<file path="config.mk">
export PLATFORM = sky130hd
export DESIGN_NAME = inst_mem_responder
export DESIGN_NICKNAME = d
export VERILOG_FILES = /design/src/rtl/inst_mem_responder_pkg.sv /design/src/rtl/inst_mem_responder_addr_check.sv /design/src/rtl/inst_mem_responder.sv
export SDC_FILE = /design/constraint.sdc
export NUM_CORES = 1
export LEC_CHECK = 0
export CELL_PAD_IN_SITES_DETAIL_PLACEMENT = 1
export CELL_PAD_IN_SITES_GLOBAL_PLACEMENT = 2
export CORE_ASPECT_RATIO = 0.6
export CORE_UTILIZATION = 15
export CTS_CLUSTER_DIAMETER = 50
export DETAILED_ROUTE_END_ITERATION = 7
export PLACE_DENSITY = 0.73
export SLEW_MARGIN = 20
export SYNTH_ARGS = -nofsm -noshare
export SYNTH_HDL_FRONTEND = slang
export SYNTH_SLANG_ARGS = --single-unit
</file>
<file path="constraint.sdc">
create_clock -name clk -period 2.9 [get_ports clk]
set_input_delay 0.58 -clock clk [delete_from_list [all_inputs] [get_ports clk]]
set_output_delay 0.58 -clock clk [all_outputs]
set_load 0.01 [all_outputs]
</file>
<file path="src/rtl/inst_mem_responder_pkg.sv">
// inst_mem_responder_pkg
// Shared definitions for the instruction-fetch memory responder:
// the FSM state encoding, the reset PC (which is also the base of the
// instruction SRAM window) and the instruction width used by the fetch
// and decode stages.
package inst_mem_responder_pkg;

  typedef enum logic [1:0] {
    IDLE = 2'd0,
    WAIT = 2'd1,
    RESP = 2'd2
  } state_t;

  localparam logic [63:0] RESET_PC = 64'h0000_0000_8000_0000;
  localparam int          INST_W   = 32;
  localparam int          CNT_W    = 4;

endpackage

</file>
<file path="src/rtl/inst_mem_responder_addr_check.sv">
// imem_addr_check
// Combinational legality check and SRAM word index for a fetch address.
// Ports:
//   addr      in   ADDR_WIDTH    fetch byte address
//   err       out  1             misaligned or outside [BASE_ADDR, BASE_ADDR+MEM_BYTES)
//   word_idx  out  ADDR_WIDTH-3  (addr-BASE_ADDR)>>3
//   upper     out  1             selects the high instruction of the 64-bit word
module imem_addr_check
  import inst_mem_responder_pkg::*;
#(
  parameter int                    ADDR_WIDTH = 64,
  parameter logic [ADDR_WIDTH-1:0] BASE_ADDR  = ADDR_WIDTH'(RESET_PC),
  parameter int unsigned           MEM_BYTES  = 65536
) (
  input  logic [ADDR_WIDTH-1:0] addr,
  output logic                  err,
  output logic [ADDR_WIDTH-4:0] word_idx,
  output logic                  upper
);

  logic [ADDR_WIDTH-1:0] offset;
  logic                  below;
  logic                  beyond;

  // The upper bound is tested on the offset, which is only meaningful once
  // addr >= BASE_ADDR; this keeps BASE_ADDR+MEM_BYTES from ever being
  // formed and so nothing can wrap at the top of the address space.
  always_comb begin
    offset   = addr - BASE_ADDR;
    below    = addr < BASE_ADDR;
    beyond   = offset >= ADDR_WIDTH'(MEM_BYTES);
    err      = (addr[1:0] != 2'b00) | below | beyond;
    word_idx = offset[ADDR_WIDTH-1:3];
    upper    = offset[2];
  end

endmodule

</file>
<file path="src/rtl/inst_mem_responder.sv">
// inst_mem_responder
// Memory-side responder for instruction fetch. Accepts one request at a
// time, reads a 64-bit word from a synchronous SRAM and returns the
// selected 32-bit instruction after LATENCY cycles (legal range 1..15).
// Ports:
//   clk, rst        clock; asynchronous active-high reset
//   req_valid/ready request handshake, req_addr = fetch byte address
//   resp_valid/ready response handshake, resp_inst/resp_err = result
//   mem_ren         one-cycle SRAM read strobe, same cycle as the accept
//   mem_raddr       SRAM word index, mem_rdata valid the cycle after mem_ren
module inst_mem_responder
  import inst_mem_responder_pkg::*;
#(
  parameter int                    ADDR_WIDTH = 64,
  parameter int                    INST_WIDTH = INST_W,
  parameter int                    MEM_WIDTH  = 64,
  parameter logic [ADDR_WIDTH-1:0] BASE_ADDR  = ADDR_WIDTH'(RESET_PC),
  parameter int unsigned           MEM_BYTES  = 65536,
  parameter int                    LATENCY    = 1
) (
  input  logic                  clk,
  input  logic                  rst,
  input  logic                  req_valid,
  output logic                  req_ready,
  input  logic [ADDR_WIDTH-1:0] req_addr,
  output logic                  resp_valid,
  input  logic                  resp_ready,
  output logic [INST_WIDTH-1:0] resp_inst,
  output logic                  resp_err,
  output logic                  mem_ren,
  output logic [ADDR_WIDTH-4:0] mem_raddr,
  input  logic [MEM_WIDTH-1:0]  mem_rdata
);

  state_t                state_q;
  state_t                state_d;
  logic [CNT_W-1:0]      cnt_q;
  logic                  accept;
  logic                  chk_err;
  logic                  chk_upper;
  logic [ADDR_WIDTH-4:0] chk_idx;
  logic                  rd_pending_q;
  logic                  upper_q;
  logic                  err_q;
  logic [INST_WIDTH-1:0] hold_q;
  logic [INST_WIDTH-1:0] sel_data;

  imem_addr_check #(
    .ADDR_WIDTH(ADDR_WIDTH),
    .BASE_ADDR (BASE_ADDR),
    .MEM_BYTES (MEM_BYTES)
  ) u_addr_check (
    .addr    (req_addr),
    .err     (chk_err),
    .word_idx(chk_idx),
    .upper   (chk_upper)
  );

  assign accept   = req_valid & req_ready;
  assign sel_data = upper_q ? mem_rdata[MEM_WIDTH-1 -: INST_WIDTH]
                            : mem_rdata[INST_WIDTH-1:0];

  always_ff @(posedge clk or posedge rst) begin
    if (rst) begin
      state_q <= IDLE;
    end else begin
      state_q <= state_d;
    end
  end

  always_comb begin
    state_d = state_q;
    unique case (state_q)
      IDLE: if (accept) state_d = (LATENCY == 1) ? RESP : WAIT;
      WAIT: if (cnt_q == CNT_W'(1)) state_d = RESP;
      RESP: if (resp_ready) state_d = IDLE;
      default: state_d = IDLE;
    endcase
  end

  // The SRAM returns data only for the cycle after mem_ren, so in that cycle
  // the response is taken straight from mem_rdata (needed when LATENCY==1)
  // and from then on from the holding register.
  always_comb begin
    req_ready  = (state_q == IDLE) & ~rst;
    mem_ren    = accept & ~chk_err;
    mem_raddr  = mem_ren ? chk_idx : '0;
    resp_valid = (state_q == RESP);
    resp_err   = resp_valid & err_q;
    resp_inst  = '0;
    if (resp_valid) begin
      resp_inst = rd_pending_q ? sel_data : hold_q;
    end
  end

  // Errored requests clear the holding register at accept and never raise
  // rd_pending, so they report an all-zero instruction.
  always_ff @(posedge clk or posedge rst) begin
    if (rst) begin
      cnt_q        <= '0;
      rd_pending_q <= 1'b0;
      upper_q      <= 1'b0;
      err_q        <= 1'b0;
      hold_q       <= '0;
    end else if (accept) begin
      cnt_q        <= CNT_W'(LATENCY - 1);
      rd_pending_q <= ~chk_err;
      upper_q      <= chk_upper;
      err_q        <= chk_err;
      hold_q       <= '0;
    end else begin
      rd_pending_q <= 1'b0;
      if (rd_pending_q) begin
        hold_q <= sel_data;
      end
      if (state_q == WAIT) begin
        cnt_q <= cnt_q - CNT_W'(1);
      end
    end
  end

endmodule

</file>
### After elaboration in Yosys (flattened, before gate mapping)

Cells that the tools add are included.

* $add $sub $neg: 2
* magnitude comparators: 2
* eq/ne operators: 6
* muxes and demuxes: 12
* bitwise operators: 8
* reduce and logical (&&, ||, !) cells: 4

Operators by type and width (count)
* $mux 32: 4
* $ge 64x17->1 const B: 1
* $lt 64x32->1 const B: 1
* $sub 64x32->64 const B: 1
* $mux 61: 1
* $mux 4: 2
* $mux 2: 3
* $pmux 2 s3: 1
* $and 1x1->1: 4
* $eq 4x1->1 const B: 1
* $ne 2x2->1 const B: 2
* $reduce_bool 2->1: 2
* $sub 4x1->4 const B: 1
* $reduce_and 3->1: 1
* $eq 2x1->1 const B: 1
* $eq 2x2->1 const B: 1
* $logic_not 2->1: 1
* $ne 2x1->1 const B: 1
* $not 1->1: 2
* $or 1x1->1: 2
* $mux 1: 1

* flip-flop bits (word level): 41
* bits of input ports: 132
* output and inout port bits: 97
* logic and storage cells: 40

### Logic depth before layout (Yosys ltp)

* word-level depth: 6
* mapped depth: 10
* depth with buffers taken out: 8

### Hierarchy

From an unflattened synthesis, not the netlist that was laid out.

* cells, all modules: 480
* area, all modules: 3818.7 um^2

Modules (own cells, without submodules)
* inst_mem_responder: times used 1, cells an instance 297, area each 2516.2 um^2, seq. area each 900.9 um^2
* imem_addr_check: times used 1, cells an instance 183, area each 1302.5 um^2, seq. area each 0.0 um^2

### Worst setup path before layout

Ideal clock, no wire load.

* path kind: in2out
* from: input req_addr[31]
* to: output mem_raddr[10]
* arrival time: 2387 ps
* required time: 2320 ps
* path slack: -67 ps
* stages on the path: 10
* path buffers: 2
* cells stage by stage: inv_1 ha_1 clkbuf_1 nor3_1 a31oi_1 o31ai_1 nand4_1 nor4_4 buf_6 and2_1

* longest elaborated chain between the ends: 6
* elaborated cells on any way between the ends: 8
* those cells by class: 1 x add/sub; 2 x order compare; 1 x mux; 4 x bitwise

Ends and longest elaborated chain
* start: declaration: line inst_mem_responder.sv:25 `input logic [ADDR_WIDTH-1:0] req_addr,`
* $sub 64x32->64 / $lt 64x32->1 (equally long branches): line inst_mem_responder_addr_check.sv:29, inst_mem_responder_addr_check.sv:30
* $ge 64x17->1 / $or 1x1->1 (equally long branches): line inst_mem_responder_addr_check.sv:31, inst_mem_responder_addr_check.sv:32
* $or 1x1->1 (*): line inst_mem_responder_addr_check.sv:32 `err = (addr[1:0] != 2'b00) | below | beyond;`
* $not 1->1 (*): line inst_mem_responder.sv:86 `mem_ren = accept & ~chk_err;`
* $and 1x1->1 (*): line inst_mem_responder.sv:86
* via mem_ren: line inst_mem_responder.sv:30 `output logic mem_ren,`
* $mux 61 (*): line inst_mem_responder.sv:87 `mem_raddr = mem_ren ? chk_idx : '0;`
* end: declaration: line inst_mem_responder.sv:31 `output logic [ADDR_WIDTH-4:0] mem_raddr,`

Mark *: on every way through the listed nets, which the timed path passes. The rest lies on a longest branch.

### Final worst setup path

* from: input req_addr[24]
* to: output mem_raddr[1]

* longest elaborated chain between the ends: 6
* elaborated cells on any way between the ends: 8
* those cells by class: 1 x add/sub; 2 x order compare; 1 x mux; 4 x bitwise

Ends and longest elaborated chain (line)
* $sub 64x32->64 / $lt 64x32->1 (equally long branches): inst_mem_responder_addr_check.sv:29, inst_mem_responder_addr_check.sv:30
* $ge 64x17->1 / $or 1x1->1 (equally long branches): inst_mem_responder_addr_check.sv:31, inst_mem_responder_addr_check.sv:32
* $or 1x1->1 (*): inst_mem_responder_addr_check.sv:32
* $not 1->1 (*): inst_mem_responder.sv:86
* $and 1x1->1 (*): inst_mem_responder.sv:86
* $mux 61 (*): inst_mem_responder.sv:87

Mark *: on every way between the ends. The rest lies on a longest branch, timed or not.

==> impl_metrics.tcl <==
set metrics [dict create \
    status "finished, violations left" \
    violations "setup timing" \
    grt_pass1_wl_um 19700 \
    cap_violations 0 \
    viasPerCell 3.90 \
    path_delay_family "simple AND/OR/NAND/NOR gates" \
    io_buffers 180 \
    n_fill_cell 2294 \
    worst_path_most_repeated_cell "buf_6" \
    htreeDepth 2 \
    end_kind "output pin" \
    relSlewSlack_pct 54.8 \
    dr.pass1.iters 4 \
    p_sw_uw 471 \
    crit_chain "clkdlybuf4s50_1 -> nor4_2 -> nand4_1 -> nor4_1 -> nand4_1 -> nor4_4 -> buf_6 -> buf_6 -> and2_4 -> buf_6" \
    final_nets 728 \
    whs_ns 0.498 \
    areaGrowthSynthToFinish_pct 93.5 \
    cts_tree "yes" \
    die_area_sq_um 20700 \
    synth.ff_latch_count 36 \
    cts.sink_count 36 \
    syn_inst 372 \
    drt_wl_total_um 13200 \
    die_w_um 185 \
    powerDensity_nw_per_um2 281 \
    clk_latency_ns 0.28 \
    synth.distinct_cells 49 \
    fin_ws_ns -0.309 \
    syn_area_sq_um 3020 \
    hold_path_class "reg -> reg" \
    async_flop_share_pct 100 \
    die_h_um 112 \
    grt_pass1_vias 3573 \
    grt_overflow_total 0 \
    min_from "err_q$_DFFE_PP0P_" \
    rsz0062_at_grt "true" \
    cts_buffer_depth 2 \
    finalCritPeriodShare_pct 111 \
    final_common_cell "clkdlybuf4s50_1" \
    multi_input_area_sq_um 2130 \
    grt_max_degree 65 \
    combPwrFrac_pct 35.1 \
    p_seq_share_pct 31.5 \
    fmax_ghz 0.312 \
    antenna_found_initial 1 \
    worst_setup_path_start_kind "input port" \
    initial_core_util_pct 15.6 \
    swShare_pct 28.7 \
    register_area_sq_um 906 \
    drt_iter0_drc 90 \
    finalHoldViolations 0 \
    tightest_slew_ns 0.674 \
    via_count 3366 \
    syn_area_per_cell_sq_um 8.12 \
    gp_congestion 0.867 \
    layout-drive-gt1-share_pct 25.0 \
    hpwl_um 9890 \
    cts_buffers 5 \
    crit_slowest_cell "clkdlybuf4s50_1" \
    leakagePower_uw 0.00247 \
    cp_max_fo 5 \
    row_count 39 \
    final.setup_skew_ns 0.00272 \
    detail-route-antenna-nets 0 \
    power.total_uw 1640 \
    crit_start "req_addr[24]" \
    worst_path_largest_cell_delay_ns 0.44 \
    synth_ff_type "dfrtp_1" \
    slew_violations 0 \
    path_clk_slew_ns 0.05 \
    worstPathArrival_ns 2.63 \
    synth_seq_area_share_pct 29.8 \
    yosysWarnings 0 \
    grt_usage_pct 12.2 \
    p_clk_share_pct 33.4 \
    mostFrequentLayoutCells "133 x clkdlybuf4s50_1, 48 x conb_1, 42 x buf_4, 38 x nor2_1" \
    criticalPathCategory "in -> out" \
    setup_violations 14 \
    cp_num_buf_inv 4 \
    wire_per_inst_um 15.3 \
    max-vdd-ir-drop_mv 0.177 \
    ctsRootBufferMaster "clkbuf_16" \
    internal_power_uw 1170 \
    dp_cells 833 \
    fin_cells 863 \
    reg2reg_from "state_q[1]$_DFFE_PP0P_" \
    core-area_sq_um 19400 \
    worstPathRequired_ns 2.32 \
    layout_min_cycle_time_ns 3.21 \
    synth_edf_count 0 \
    ctsHoldBuffers 0 \
    ios 229 \
    route.detailed.drc 0 \
]
[synth_stat cells, types with 5 or more instances]
library cell	number	share of area (%)
and2_1	14	2.9
inv_1	7	0.87
nor3_1	6	0.99
mux2i_1	32	11
nand3_1	6	0.99
nand2_1	34	4.2
o21ai_0	33	5.5
dfrtp_1	36	30
nand3b_1	5	1.2
nor2_1	40	5.0
nor2b_1	33	6.8
clkbuf_1	16	2.0
nor4_1	11	2.3
buf_4	48	12
[tightest hold or removal path, delay by kind of cell (launching register included)]
| family | cells | cell delay [ns] |
|---|---|---|
| AND/OR/NAND/NOR | 2 | 0.13 |
| flip-flops | 1 | 0.33 |
[timing repair]
| action | 4_1_cts | 5_1_grt |
|---|---|---|
| setup buffers | 11 | 9 |
| gates cloned | 1 | 0 |
| endpoints found under the setup margin | 46 | 37 |
| gates resized for setup | 161 | 61 |
| pin swaps | 34 | 15 |
[final timing paths]
path | depth (start not counted) | slack (ns) | endpoint
max | 10 | -0.31 | mem_raddr[1]
min | 2 | 0.50 | err_q$_DFFE_PP0P_
max reg2reg | 11 | 0.80 | err_q$_DFFE_PP0P_
min reg2reg | 2 | 0.50 | err_q$_DFFE_PP0P_
max in group asynchronous | 4 | 1.41 | hold_q[13]$_DFF_PP0_
min in group asynchronous | 3 | 0.84 | state_q[1]$_DFFE_PP0P_
[sequential cells by signal, summed over array words and instances (netlist names)]
name          flops
state_q           1
upper_q           1
rd_pending_q      1
err_q             1
hold_q           32
[cell type report]
class	count	area share [%]
clock buffer	8	2.51
antenna	1	0.0428
sequential	36	15.5
multi-input combinational	308	36.4
tap	266	5.70
timing repair buffer	237	39.4
inverter	7	0.450
[power by group through the flow]
| stage | Combinational [uW] | Sequential [uW] | Clock (uW) |
|---|---|---|---|
| global placement | 454 | 572 | 0 |
| detailed placement | 463 | 574 | 0 |
| finish | 576 | 518 | 548 |
| CTS | 479 | 567 | 574 |
| floorplan | 276 | 518 | 0 |
| global route | 620 | 519 | 601 |
[logic make-up (layout without fill, tap and decap cells)]
logic type	Yosys count	count (layout)	synth area share (%)
xor+xnor	1	1	0.290
simple gates	170	170	31.7
flops	36	36	29.8
buf+inv	75	252	15.5
fa+ha+maj	1	1	0.414
other cells	1	49	0.124
compound gates	55	55	11.1
mux	33	33	11.0
[routing by layer]
layer | routed length (um) | track usage (%)
met4 | 53 | 2.04
met5 | 0 | 0
met3 | 632 | 2.65
met2 | 6370 | 20.3
met1 | 6130 | 16.2
[per-stage QoR]
step	setup TNS, ns	util [%]	area, sq um	worst slack, ns
final	-3.99	30.2	5840	-0.309
after global routing	-5.77	30.2	5840	-0.433
after CTS	-4.17	29.1	5630	-0.322
after detailed placement	-17.24	26.7	5180	-1.25
after global placement	-15.57	26.7	5180	-1.12
after floorplan	0	-	3200	0.00836
(Power assumes the default switching activity.)
